`config.mk`:
```
export PLATFORM = sky130hd
export DESIGN_NAME = his_bank_scheduler
export DESIGN_NICKNAME = d
export VERILOG_FILES = /design/src/rtl/his_bank_scheduler.sv
export SDC_FILE = /design/constraint.sdc
export NUM_CORES = 1
export LEC_CHECK = 0
export BUFFER_PORTS_ARGS = -buffer_cell sky130_fd_sc_hd__buf_2
export CAP_MARGIN = 40
export CORE_ASPECT_RATIO = 1.2
export CORE_MARGIN = 8
export CORE_UTILIZATION = 45
export CTS_CLUSTER_DIAMETER = 40
export CTS_CLUSTER_SIZE = 25
export DETAILED_ROUTE_END_ITERATION = 8
export PLACE_DENSITY = 0.67
export SLEW_MARGIN = 20
export SYNTH_ARGS = -nofsm -noshare
export SYNTH_HDL_FRONTEND = slang
export SYNTH_SLANG_ARGS = --single-unit
```
`constraint.sdc`:
```
create_clock -name i_clk -period 3 [get_ports i_clk]
set_input_delay 0 -clock i_clk [delete_from_list [all_inputs] [get_ports i_clk]]
set_output_delay 0 -clock i_clk [all_outputs]
set_load 0.005 [all_outputs]
```
`src/rtl/his_bank_scheduler.sv`:
```
// ---------------------------------------------------------------------------
// his_bank_scheduler
//
// Ping-pong scheduler for a two-bank TDC histogram RAM. One bank is cleared
// and then accumulates TDC samples while the other bank waits to be read out
// by a consumer. When the accumulating bank has seen every sample of every
// pixel for ACQ_NUM acquisitions it is handed to the reader, and the banks
// swap once the reader has released the previous one.
//
// Ports
//   i_clk         : clock, everything on the rising edge
//   i_res         : synchronous active-high reset
//   i_tdc_valid   : TDC sample present
//   i_tdc_addr    : bin index of the sample
//   o_tdc_ready   : sample accepted this cycle when i_tdc_valid is high
//   o_wr_en       : increment command to histogram RAM
//   o_wr_bank     : bank of the increment
//   o_wr_addr     : address of the increment (pixel*BIN_NUM + bin)
//   o_clr_en      : zero-write command to histogram RAM
//   o_clr_bank    : bank being cleared
//   o_clr_addr    : address being cleared
//   o_rd_req      : a completed bank is waiting for readout
//   o_rd_bank     : bank waiting for readout
//   i_rd_done     : pulse from the reader, readout of o_rd_bank finished
//   o_active_bank : bank currently being cleared/accumulated
//   o_his_done    : one-cycle pulse when a histogram completes
// ---------------------------------------------------------------------------
module his_bank_scheduler #(
    parameter int NB        = 8,
    parameter int DATA_NUM  = 2,
    parameter int PIXEL_NUM = 200,
    parameter int ACQ_NUM   = 33333,
    localparam int BIN_NUM   = 2**NB,
    localparam int RAM_DEPTH = PIXEL_NUM * BIN_NUM,
    localparam int AW        = $clog2(RAM_DEPTH)
) (
    input  logic          i_clk,
    input  logic          i_res,
    input  logic          i_tdc_valid,
    input  logic [NB-1:0] i_tdc_addr,
    output logic          o_tdc_ready,
    output logic          o_wr_en,
    output logic          o_wr_bank,
    output logic [AW-1:0] o_wr_addr,
    output logic          o_clr_en,
    output logic          o_clr_bank,
    output logic [AW-1:0] o_clr_addr,
    output logic          o_rd_req,
    output logic          o_rd_bank,
    input  logic          i_rd_done,
    output logic          o_active_bank,
    output logic          o_his_done
);

    localparam int IW = (DATA_NUM  > 1) ? $clog2(DATA_NUM)  : 1;
    localparam int PW = (PIXEL_NUM > 1) ? $clog2(PIXEL_NUM) : 1;
    localparam int QW = (ACQ_NUM   > 1) ? $clog2(ACQ_NUM)   : 1;

    typedef enum logic [1:0] {
        CLEAR,
        ACCUM,
        WAIT,
        SWAP
    } state_t;

    state_t        r_state;
    state_t        w_state_next;
    logic [IW-1:0] r_input_count;
    logic [PW-1:0] r_pixel_count;
    logic [QW-1:0] r_acq_count;
    logic          r_wr_en;
    logic          r_wr_bank;
    logic [AW-1:0] r_wr_addr;
    logic          r_clr_en;
    logic [AW-1:0] r_clr_addr;
    logic          r_rd_req;
    logic          r_rd_bank;
    logic          r_rd_pending;
    logic          r_active_bank;
    logic          r_his_done;

    logic          w_accept;
    logic          w_input_last;
    logic          w_pixel_last;
    logic          w_acq_last;
    logic          w_bank_full;
    logic          w_rd_ack;
    logic          w_clr_last;
    logic [AW-1:0] w_wr_addr;

    assign w_accept     = i_tdc_valid && (r_state == ACCUM);
    assign w_input_last = (r_input_count == IW'(DATA_NUM - 1));
    assign w_pixel_last = (r_pixel_count == PW'(PIXEL_NUM - 1));
    assign w_acq_last   = (r_acq_count   == QW'(ACQ_NUM - 1));
    assign w_bank_full  = w_accept && w_input_last && w_pixel_last && w_acq_last;
    // A done pulse only counts while a readout is actually outstanding.
    assign w_rd_ack     = i_rd_done && r_rd_req;
    assign w_clr_last   = r_clr_en && (r_clr_addr == AW'(RAM_DEPTH - 1));
    // BIN_NUM is a power of two, so pixel*BIN_NUM + bin is a concatenation.
    assign w_wr_addr    = AW'({r_pixel_count, i_tdc_addr});

    // Next-state logic of the bank FSM.
    always_comb begin
        w_state_next = r_state;
        case (r_state)
            CLEAR:   if (w_clr_last) w_state_next = ACCUM;
            ACCUM:   if (w_bank_full) w_state_next = WAIT;
            WAIT:    if (!r_rd_pending || w_rd_ack) w_state_next = SWAP;
            SWAP:    w_state_next = CLEAR;
            default: w_state_next = CLEAR;
        endcase
    end

    // State register, sample counters and registered RAM/readout commands.
    // The clear sweep is launched directly from SWAP so that the first
    // zero-write of the new bank appears together with the bank flip.
    always_ff @(posedge i_clk) begin
        if (i_res) begin
            r_state       <= CLEAR;
            r_input_count <= '0;
            r_pixel_count <= '0;
            r_acq_count   <= '0;
            r_wr_en       <= 1'b0;
            r_wr_bank     <= 1'b0;
            r_wr_addr     <= '0;
            r_clr_en      <= 1'b0;
            r_clr_addr    <= '0;
            r_rd_req      <= 1'b0;
            r_rd_bank     <= 1'b0;
            r_rd_pending  <= 1'b0;
            r_active_bank <= 1'b0;
            r_his_done    <= 1'b0;
        end else begin
            r_state    <= w_state_next;
            r_wr_en    <= w_accept;
            r_his_done <= w_bank_full;

            if (w_accept) begin
                r_wr_addr <= w_wr_addr;
                r_wr_bank <= r_active_bank;
                if (!w_input_last) begin
                    r_input_count <= r_input_count + 1'b1;
                end else begin
                    r_input_count <= '0;
                    if (!w_pixel_last) begin
                        r_pixel_count <= r_pixel_count + 1'b1;
                    end else begin
                        r_pixel_count <= '0;
                        if (!w_acq_last) r_acq_count <= r_acq_count + 1'b1;
                        else             r_acq_count <= '0;
                    end
                end
            end

            r_clr_en <= (r_state == SWAP) || ((r_state == CLEAR) && !w_clr_last);
            if ((r_state == CLEAR) && r_clr_en && !w_clr_last)
                r_clr_addr <= r_clr_addr + 1'b1;
            else
                r_clr_addr <= '0;

            // SWAP wins over an acknowledge landing in the same cycle.
            if (r_state == SWAP) begin
                r_rd_req      <= 1'b1;
                r_rd_pending  <= 1'b1;
                r_rd_bank     <= r_active_bank;
                r_active_bank <= ~r_active_bank;
            end else if (w_rd_ack) begin
                r_rd_req     <= 1'b0;
                r_rd_pending <= 1'b0;
            end
        end
    end

    assign o_tdc_ready   = (r_state == ACCUM);
    assign o_wr_en       = r_wr_en;
    assign o_wr_bank     = r_wr_bank;
    assign o_wr_addr     = r_wr_addr;
    assign o_clr_en      = r_clr_en;
    assign o_clr_bank    = r_active_bank;
    assign o_clr_addr    = r_clr_addr;
    assign o_rd_req      = r_rd_req;
    assign o_rd_bank     = r_rd_bank;
    assign o_active_bank = r_active_bank;
    assign o_his_done    = r_his_done;

endmodule

```
# == Yosys cells after proc, flatten, opt, wreduce, memory -nomap -nowiden ==
# Index checks and enable logic that the tools add are counted.
# classes
n_reduce_logical,19
n_mux,9
n_eq_ne,9
n_bitwise,2
add_sub_neg,4
# op_table
op,count
adder 16 x 1 -> 16 bit (second input constant),2
equality test 16 bit (second input constant),2
two-way mux 16 bit,1
logical AND 1 bit,9
adder 8 x 1 -> 8 bit (second input constant),1
equality test 8 bit (second input constant),1
two-way mux 8 bit,1
one-hot mux 2 bit (4 select lines),1
two-way mux 2 bit,3
AND reduction 3 bit,2
equality test 2 bit (second input constant),2
!= test 2 bit (second input constant),2
two-way mux 1 bit,3
equality test 2 x 1 -> 1 bit (second input constant),1
logical NOT 1 bit,2
logical NOT 2 bit,1
logical OR 1 bit,2
!= test 2 x 1 -> 1 bit (second input constant),1
inverter 1 bit,2
AND reduction 2 bit,1
nonzero test 2 bit,1
OR reduction 2 bit,1
adder 1 bit (second input constant),1
# totals
inputBits,12
ff_bits,66
out_inout_bits,41

# == Depth between registers and ports, before layout ==
# Gate-level depths: netlist of run 1.
# depth
word_depth,7
depth_mapped,9
ltp_nobuf,7

# == Worst setup path after synthesis of run 1 ==
# Ideal clock, no wire load.
# synth_path
kind,flip-flop to flip-flop
start,register r_state[1]
end,register r_state[0]
required_ps,2914
setup_ps,86
path_stages_with_launch,9
synth_period_minus_slack_ps,2322
arrival_ps,2237
n_path_buf,1
path_slack_ps,678
path_cell_list,dfxtp_1 inv_1 ha_1 nand3_1 or4_1 buf_2 nand2b_4 a221o_1 a211oi_1
# synth_between
elab_chain_len,7
elab_cells_between_ends,13
classes_between,eq/ne (6); mux (1); reduce/logical (6)
# synth_rtl
item,line,rtl
"start, declared",66,state_t r_state;
"start signal, assigned",134,r_state <= w_state_next;
equality test 2 x 1 -> 1 bit (*),n/a,
named net o_tdc_ready,41,"output logic o_tdc_ready,"
logical AND 1 bit,91,assign w_accept = i_tdc_valid && (r_state == ACCUM);
logical AND 1 bit (3 in series),95,assign w_bank_full = w_accept && w_input_last && w_pixel_last && w_acq_last;
!= test 2 x 1 -> 1 bit (no line),n/a,
AND reduction 3 bit (no line),n/a,
# The timed path passes the listed nets; every way through them passes the cells marked *.
# A chain may end at the register's enable or synchronous reset.

# == Final worst setup path of run 1 ==
# layout_path
start,register r_state[1]
end,register r_state[0]
# layout_between
elab_chain_len,7
elab_cells_between_ends,13
classes_between,eq/ne (6); mux (1); reduce/logical (6)
# layout_rtl
item,line
equality test 2 x 1 -> 1 bit,"91, 105"
logical AND 1 bit,91
logical AND 1 bit (3 in series),95
!= test 2 x 1 -> 1 bit (no line),n/a
AND reduction 3 bit (no line),n/a
# Several ways; a longest one is shown, not always the timed one.

==> results of run 1 <==
## layout make-up
| cell class | instances | area (um2) |
|---|---|---|
| clock inverters | 2 | 35.0 |
| inverters | 7 | 26.3 |
| flip-flops and latches | 66 | 1320 |
| fillers | 546 | 2620 |
| repair buffers | 63 | 365 |
| multi-input cells | 238 | 1380 |
| clock buffers | 14 | 163 |
| well taps | 82 | 103 |
## cell usage after synthesis (all sizes together)
cell,instances,area [um2]
xnor2,20,175
nor3,7,35.0
a211oi,1,7.51
a2111oi,1,8.76
and3,5,31.3
nand3b,1,7.51
nor2b,2,12.5
a221o,1,10.0
nand4b,2,17.5
or4,2,15.0
nand4,9,56.3
dfxtp,66,1320
clkbuf,9,33.8
or2b,1,7.51
inv,7,26.3
mux2i,2,20.0
a21oi,20,100
nand2b,5,38.8
nor2,59,221
a21boi,1,7.51
and2,1,6.26
and4,3,26.3
nor4bb,2,20.0
a22oi,1,7.51
nor4,3,18.8
nor3b,1,7.51
xor2,16,140
nand2,46,173
nor4b,1,8.76
nand3,14,70.1
ha,9,113
or3b,1,8.76
o21ai,1,5.00
buf,3,17.5
## report_power, final
part / leakage [nW] / total [mW] / switching [mW] / internal, mW
Clock: 0.101 / 0.741 / 0.312 / 0.429
Sequential: 0.532 / 0.880 / 0.00213 / 0.878
Combinational: 0.708 / 0.0357 / 0.0191 / 0.0165
## worst reg2reg max path, delay by kind of cell, from the launching register on
kind	cells	cell delay, ns
AO/OA/AOI/OAI	2	0.62
buffers and inverters	1	0.11
flip-flops	1	0.33
AND/OR/NAND/NOR	3	1.17
adder cells (fa/ha/maj)	1	0.25
## routing by layer
layer	routed length, um	GRT usage [%]	vias up
met2	2800	24.0	49
met4	99	8.09	0
met1	2540	14.9	1044
met5	0	0	-
met3	415	5.15	9
li1	-	-	1195
## registers in the layout, indices dropped and copies added (netlist names)
signal and cells:
o_rd_bank 1, o_active_bank 1, o_clr_en 1, r_pixel_count 8
o_wr_addr 16, o_wr_bank 1, r_acq_count 16, o_clr_addr 16
r_rd_pending 1, r_state 2, o_his_done 1, r_input_count 1
o_wr_en 1
## stage by stage
stage	setup WS, ns	hold slack, ns	power [mW]
2_1_floorplan	0.678	0.136	0.915
3_3_place_gp	0.546	0.240	0.927
5_1_grt	0.229	0.175	1.72
4_1_cts	0.432	0.144	1.68
3_5_place_dp	0.448	0.249	0.927
6_report	0.433	0.154	1.66
## cells by family (layout without fill, tap and decap cells)
kind of cell | after synthesis | count (layout) | share of synthesized area (%)
and+or+nand+nor | 165 | 165 | 28.2
xor gates and xnor gates | 36 | 36 | 11.4
muxes | 2 | 2 | 0.721
DFF | 66 | 66 | 47.6
buffers and inverters | 19 | 86 | 2.80
adders and majority gates | 9 | 9 | 4.06
AOI/OAI and AO/OA | 26 | 26 | 5.28
## worst min-delay path by stage
stage	startpoint	end
2_1_floorplan	i_tdc_addr[0]	o_wr_addr[0]
3_3_place_gp	i_tdc_addr[6]	o_wr_addr[6]
3_5_place_dp	i_tdc_addr[5]	o_wr_addr[5]
4_1_cts	i_res	o_clr_en
5_1_grt	i_res	o_clr_en
6_report	i_res	o_clr_en
==> impl_metrics.tcl, run 1 <==
set metrics [dict create \
    fmax_mhz 390 \
    critical_path_class "reg -> reg" \
    grt_pass1_wl_mm 10.1 \
    finalSetupTns_ns 0 \
    cpPeakStageDelay_ns 0.73 \
    detail_route.wl_per_cell_um 12.4 \
    cts-hold-fix-buffers 9 \
    ys_ff_latch 66 \
    final_core_util_pct 56.4 \
    end_kind "flip-flop" \
    firstDrtPassIters 4 \
    hold_path_depth 2 \
    setup_viol 0 \
    reg2reg_depth 7 \
    row_count 31 \
    place_inst 447 \
    final_common_cell "dfxtp_1" \
    finalHoldViolations 0 \
    fin_skew_ns 0.00697 \
    worst-path-max-fanout 8 \
    crit_buf_inv 1 \
    cap_viol_max_count 0 \
    syn_area_per_cell_um2 8.59 \
    slew_headroom_pct 57.1 \
    r2r_start "r_state[1]" \
    grt_pass1_vias 2362 \
    ys_types 36 \
    powerDensity_nw_per_um2 489 \
    finalWirelength_mm 5.85 \
    nets 406 \
    outcome "finished clean" \
    rrSetupSlack_ns 0.43 \
    cts_made_buffers 9 \
    drt_iter0_markers 81 \
    dp_hpwl_mm 4.13 \
    cts_tree "built" \
    dieArea_um2 8950 \
    pin_count 53 \
    grt_usage_pct 14.2 \
    rsz0062_at_grt "no" \
    syn-cell-area_um2 2780 \
    clock-sinks 66 \
    cts.path.max_buffers 2 \
    dpl-instance-area_um2 3100 \
    die_h_um 102 \
    postRouteAntennaNets 0 \
    arrival_ns 2.81 \
    slew_viol_final 0 \
    critPathLaunch "r_state[1]" \
    ir_drop_mv 0.391 \
    holdCritPathClass "in -> reg" \
    crit_family "simple AND/OR/NAND/NOR gates" \
    die_x_um 87.7 \
    syn_inst 323 \
    mostFrequentLayoutCells "dfxtp_1, nor2_1, buf_2, nand2_1" \
    root_buffer "clkbuf_8" \
    vias_per_cell 4.87 \
    startpoint_type "flip-flop" \
    area_growth_pct 22.1 \
    power.leakage_nw 1.34 \
    grt-ovfl-total 0 \
    fin_crit_ns 2.57 \
    n_antenna_cell 0 \
    tightest_slew_ns 0.641 \
    antenna_found_initial 0 \
    post-route-period-util_pct 85.6 \
    finalNonFillerCells 472 \
    slowest_stage "or4_1" \
    io_buffer_count 52 \
    cts_setup_buffers 0 \
    crit_required_ns 3.25 \
    clkTransAtPathRegs_ns 0.07 \
    path_cells "inv_1 -> ha_1 -> nand3_1 -> or4_1 -> nand2b_4 -> a221o_1 -> a211oi_1" \
    grt_max_degree 36 \
    path_depth 7 \
    design_area_um2 3390 \
    ys_seq_area_share_pct 47.6 \
    vias 2297 \
    syn-num-nets 344 \
    finalWeightedCongestion 0.785 \
    r2r_end "r_state[0]" \
    ys_warn_count 0 \
    clock_latency_ns 0.33 \
    crit_end "r_state[0]" \
    cts.htree.levels 3 \
    layout-drive-gt1-share_pct 17.4 \
    drc 0 \
    core_area_um2 6010 \
    cts_resized 0 \
    initial_core_util_pct 46.2 \
]
(Power assumes the default switching activity.)
==> run 2, diff against run 1 <==
==> constraint.sdc (replaced) <==
create_clock -name i_clk -period 3 [get_ports i_clk]
set_input_delay 0.3 -clock i_clk [delete_from_list [all_inputs] [get_ports i_clk]]
set_output_delay 0.3 -clock i_clk [all_outputs]
set_load 0.005 [all_outputs]
==> run 2 against run 1 <==
Via count is 0.61% lower; cell area is 2.3% lower; routed wire length is 2.3% lower; first-iteration DRC count is 12% lower; setup slack worse by 0.032 ns; core utilization is 1.3 points lower; clock skew is 0.00064 ns lower; sequential share of layout area is 0.90 points higher; critical path depth stayed put; total power is 0.50% lower; clock-buffer cell count is 4 lower; largest cell class unchanged; highest routed layer unchanged.
==> impl_metrics.tcl, run 2 (synthesis results as in run 1) <==
set metrics [dict create \
    dieArea_um2 8950 \
    fin_skew_ns 0.00633 \
    pre_cts_ws_ns 0.411 \
    power.share.sequential_pct 53.4 \
    nets 398 \
    clock-sinks 66 \
    cts_setup_buffers 0 \
    cts-hold-fix-buffers 0 \
    die_x_um 87.7 \
    power.leakage_nw 1.30 \
    grt_pass1_wl_mm 9.84 \
    die_h_um 102 \
    tightest_slew_ns 0.626 \
    vias 2283 \
    setup_viol 0 \
    clock_latency_ns 0.34 \
    fin_crit_ns 2.60 \
    root_buffer "clkbuf_8" \
    critical_path_class "reg -> reg" \
    mostFrequentLayoutCells "dfxtp_1, nor2_1, buf_2, nand2_1" \
    detail_route.wl_per_cell_um 12.3 \
    grt_pass1_vias 2286 \
    antenna_found_initial 0 \
    fmax_mhz 385 \
    dp_hpwl_mm 4.15 \
    grt_max_degree 27 \
    cap_viol_max_count 0 \
    firstDrtPassIters 4 \
    grt_usage_pct 14.0 \
    design_area_um2 3310 \
    n_antenna_cell 0 \
    io_buffer_count 52 \
    layout-drive-gt1-share_pct 18.8 \
    p_switching_mw 0.356 \
    ir_drop_mv 0.337 \
    end_kind "flip-flop" \
    cts_resized 0 \
    powerDensity_nw_per_um2 498 \
    holdCritPathClass "in -> reg" \
    dpl-instance-area_um2 3110 \
    initial_core_util_pct 46.2 \
    clock_power_share_pct 45.0 \
    crit_family "simple AND/OR/NAND/NOR gates" \
    worst-path-max-fanout 8 \
    clkTransAtPathRegs_ns 0.07 \
    row_count 31 \
    finalPower_mw 1.65 \
    cts_tree "built" \
    rsz0062_at_grt "no" \
    finalSetupTns_ns 0 \
    area_growth_pct 19.4 \
    finalWirelength_mm 5.72 \
    cts.htree.levels 3 \
    final_common_cell "dfxtp_1" \
    outcome "finished clean" \
    grt-ovfl-total 0 \
    multiInputGateArea_um2 1380 \
    slew_viol_final 0 \
    core_area_um2 6010 \
    cpPeakStageDelay_ns 0.71 \
    path_cells "inv_1 -> ha_1 -> nand3_1 -> or4_1 -> nand2b_4 -> a2111oi_0 -> a211oi_1" \
    switching_share_pct 21.6 \
    finalWeightedCongestion 0.799 \
    crit_required_ns 3.21 \
    post-route-period-util_pct 86.6 \
    crit_buf_inv 1 \
    nFillCells 568 \
    drc 0 \
    slew_headroom_pct 58.1 \
    p_int_mw 1.29 \
    drt_iter0_markers 71 \
    comb_power_share_pct 1.7 \
    slowest_stage "or4_1" \
    cts_made_buffers 9 \
    pin_count 53 \
    cts.path.max_buffers 2 \
    postRouteAntennaNets 0 \
    arrival_ns 2.81 \
    vias_per_cell 4.92 \
    finalHoldViolations 0 \
    startpoint_type "flip-flop" \
    ff_latch_area_um2 1320 \
    worst_slack_ns 0.402 \
]
[run 2: cell types whose count changed in the layout (fill, tap and decap cells not counted)]
cell           change
dlygate4sd3_1      -9
buf_4              +1
clkinvlp_4         +3
clkinv_4           +1
clkbuf_8           -1
clkbuf_1           -3
[run 2: layout make-up]
cell class | count | area share (%)
Timing Repair Buffer | 55 | 8.53
Clock inverter | 6 | 2.00
Multi-Input combinational cell | 238 | 41.5
Inverter | 7 | 0.793
Tap cell | 82 | 3.10
Clock buffer | 10 | 4.15
Sequential cell | 66 | 39.9
[run 2: worst min-delay path: stages]
cell,delay [ns]
buf_2,0.10
nand2_1,0.04
a21oi_1,0.05
[run 2: worst paths after layout]
check	slack, ns	depth (start not counted)	start	end
max reg2reg	0.40	7	r_state[1]	r_state[0]
min reg2reg	0.46	2	o_wr_addr[2]	o_wr_addr[2]
max	0.40	7	r_state[1]	r_state[0]
min	0.19	3	i_tdc_addr[2]	o_wr_addr[2]
[run 2: power groups by stage]
stage	clock network [mW]	registers, mW	logic [mW]
after floorplan	0	0.900	0.0150
after global placement	0	0.900	0.0283
after detailed placement	0	0.900	0.0283
after CTS	0.770	0.879	0.0283
after global routing	0.807	0.880	0.0314
final	0.741	0.880	0.0277
[run 2: through the flow]
step                      hold WS [ns]  utilization [%]  std cells
final                            0.188             55.1        464
after global placement           0.439             51.7        448
after detailed placement         0.448             51.7        448
after CTS                        0.166             55.1        464
after floorplan                  0.436                -        323
after global routing             0.187             55.1        464
[run 2: metal layers]
| layer | global-route usage, % | vias to the layer above | wire length, um |
|---|---|---|---|
| li1 | - | 1182 | - |
| met1 | 15.3 | 1030 | 2580 |
| met2 | 21.6 | 54 | 2530 |
| met3 | 6.11 | 17 | 429 |
| met4 | 9.28 | 0 | 176 |
| met5 | 0 | - | 0 |
==> run 3, diff against run 2 <==
--- a/config.mk
+++ b/config.mk
@@ -8,12 +8,11 @@
 export BUFFER_PORTS_ARGS = -buffer_cell sky130_fd_sc_hd__buf_2
 export CAP_MARGIN = 40
 export CORE_ASPECT_RATIO = 1.2
-export CORE_MARGIN = 8
 export CORE_UTILIZATION = 45
 export CTS_CLUSTER_DIAMETER = 40
 export CTS_CLUSTER_SIZE = 25
 export DETAILED_ROUTE_END_ITERATION = 8
-export PLACE_DENSITY = 0.67
+export PLACE_DENSITY = 0.74
 export SLEW_MARGIN = 20
 export SYNTH_ARGS = -nofsm -noshare
 export SYNTH_HDL_FRONTEND = slang
==> run 3 against run 2 <==
Clock-buffer cell count rose by 4; setup slack improved by 0.021 ns; worst hold slack improved by 0.018 ns; flip-flop and latch count did not move; global-route usage rose by 4.3 points; via count barely moved; die area fell by 27%; critical endpoint unchanged; largest power group unchanged; cell area fell by 1.2%; non-clock buffer count fell by 2; combinational power fell by 4%; clock skew fell by 0.0019 ns; critical path depth did not move.
==> impl_metrics.tcl, run 3 (synthesis results as in run 1) <==
set metrics [dict create \
    cts_tree "built" \
    clock-sinks 66 \
    grt_pass1_vias 2112 \
    fmax_mhz 388 \
    firstDrtPassIters 4 \
    power.leakage_nw 1.29 \
    cts_setup_buffers 0 \
    mostFrequentLayoutCells "dfxtp_1, nor2_1, buf_2, nand2_1" \
    slew_viol_final 0 \
    grt-ovfl-total 0 \
    clock_power_share_pct 42.8 \
    cts_made_buffers 9 \
    finalPower_mw 1.58 \
    cap_viol_max_count 0 \
    holdPathEnd "o_wr_addr[6]" \
    dp_hpwl_mm 3.81 \
    grt_max_degree 36 \
    clkTransAtPathRegs_ns 0.07 \
    initial_core_util_pct 47.7 \
    holdCritPathClass "in -> reg" \
    cts-hold-fix-buffers 0 \
    io_buffer_count 52 \
    finalWeightedCongestion 0.828 \
    finalHoldViolations 0 \
    grt_usage_pct 18.3 \
    rsz0062_at_grt "no" \
    r2r_end "r_state[0]" \
    cts_resized 0 \
    cts.path.max_buffers 2 \
    vias 2281 \
    nets 396 \
    p_switching_mw 0.331 \
    switching_share_pct 20.9 \
    r2r_start "r_state[1]" \
    startpoint_type "flip-flop" \
    post-route-period-util_pct 85.9 \
    finalSetupTns_ns 0 \
    area_growth_pct 18.0 \
    finalWirelength_mm 5.43 \
    die_x_um 73.7 \
    detail_route.wl_per_cell_um 11.8 \
    n_antenna_cell 0 \
    reg2reg_depth 7 \
    crit_required_ns 3.24 \
    postRouteAntennaNets 0 \
    power.share.sequential_pct 55.6 \
    fin_crit_ns 2.58 \
    drc 0 \
    root_buffer "clkbuf_8" \
    row_count 30 \
    clock_latency_ns 0.33 \
    fin_skew_ns 0.00448 \
    antenna_found_initial 0 \
    p_int_mw 1.25 \
    outcome "finished clean" \
    cts.htree.levels 3 \
    drt_iter0_markers 121 \
    layout-drive-gt1-share_pct 17.9 \
    worstHoldStart "i_tdc_addr[6]" \
    end_kind "flip-flop" \
    hold_path_depth 3 \
    pin_count 53 \
    worst-path-max-fanout 8 \
    vias_per_cell 4.96 \
    comb_power_share_pct 1.7 \
    dieArea_um2 6490 \
    setup_viol 0 \
    critical_path_class "reg -> reg" \
    tightest_slew_ns 0.700 \
    core_area_um2 5820 \
    slew_headroom_pct 53.3 \
    final_common_cell "dfxtp_1" \
    die_h_um 88.0 \
    arrival_ns 2.82 \
    grt_pass1_wl_mm 9.14 \
    ir_drop_mv 0.280 \
    powerDensity_nw_per_um2 484 \
    rrSetupSlack_ns 0.42 \
]
==> run 3: how the worst max path moves through the flow <==
stage / startpoint / end / depth (start not counted)
finish: r_state[1] / r_state[0] / 7
global route: r_state[1] / r_state[0] / 7
CTS: r_state[1] / r_state[0] / 7
detailed placement: r_state[1] / r_state[0] / 7
global placement: r_state[1] / r_state[0] / 7
floorplan: r_state[1] / r_state[0] / 8
==> run 3: final cells by class <==
type / instances / area, um2
clock inverters: 2 / 10.0
repair buffers: 53 / 268
clock buffers: 14 / 173
multi-input cells: 238 / 1380
fillers: 547 / 2540
flip-flops and latches: 66 / 1320
well taps: 80 / 100
inverters: 7 / 26.3
==> run 3: layer usage <==
layer | GRT usage (%) | up-vias | part of all wire, %
met5 | 0 | - | 0
met4 | 9.79 | 0 | 0.74
met3 | 4.72 | 5 | 6.4
met2 | 30.7 | 56 | 49
met1 | 21.2 | 1039 | 44
li1 | - | 1181 | -
==> run 3: power by group through the flow <==
stage	logic, mW	clock network, mW	registers, mW
global placement	0.0267	0	0.900
finish	0.0265	0.677	0.880
global route	0.0296	0.723	0.880
CTS	0.0270	0.691	0.880
detailed placement	0.0268	0	0.900
floorplan	0.0150	0	0.900
==> run 3: worst max-delay path, stage by stage, from the launching register on <==
cell and delay [ns]:
dfxtp_1 0.34, inv_1 0.10, ha_1 0.25, nand3_1 0.24, or4_1 0.72, nand2b_4 0.21, a221o_1 0.39, a211oi_1 0.23
==> run 3: metrics by stage <==
step                util (%)  instance area [um2]  cells  setup slack (ns)  hold WS [ns]
floorplan                  -                 2780    323             0.678         0.436
detailed placement      53.1                 3090    444             0.437         0.447
finish                  56.3                 3270    460             0.423         0.206
global route            56.3                 3270    460             0.261         0.193
global placement        53.1                 3090    444             0.574         0.441
CTS                     56.3                 3270    460             0.422         0.190
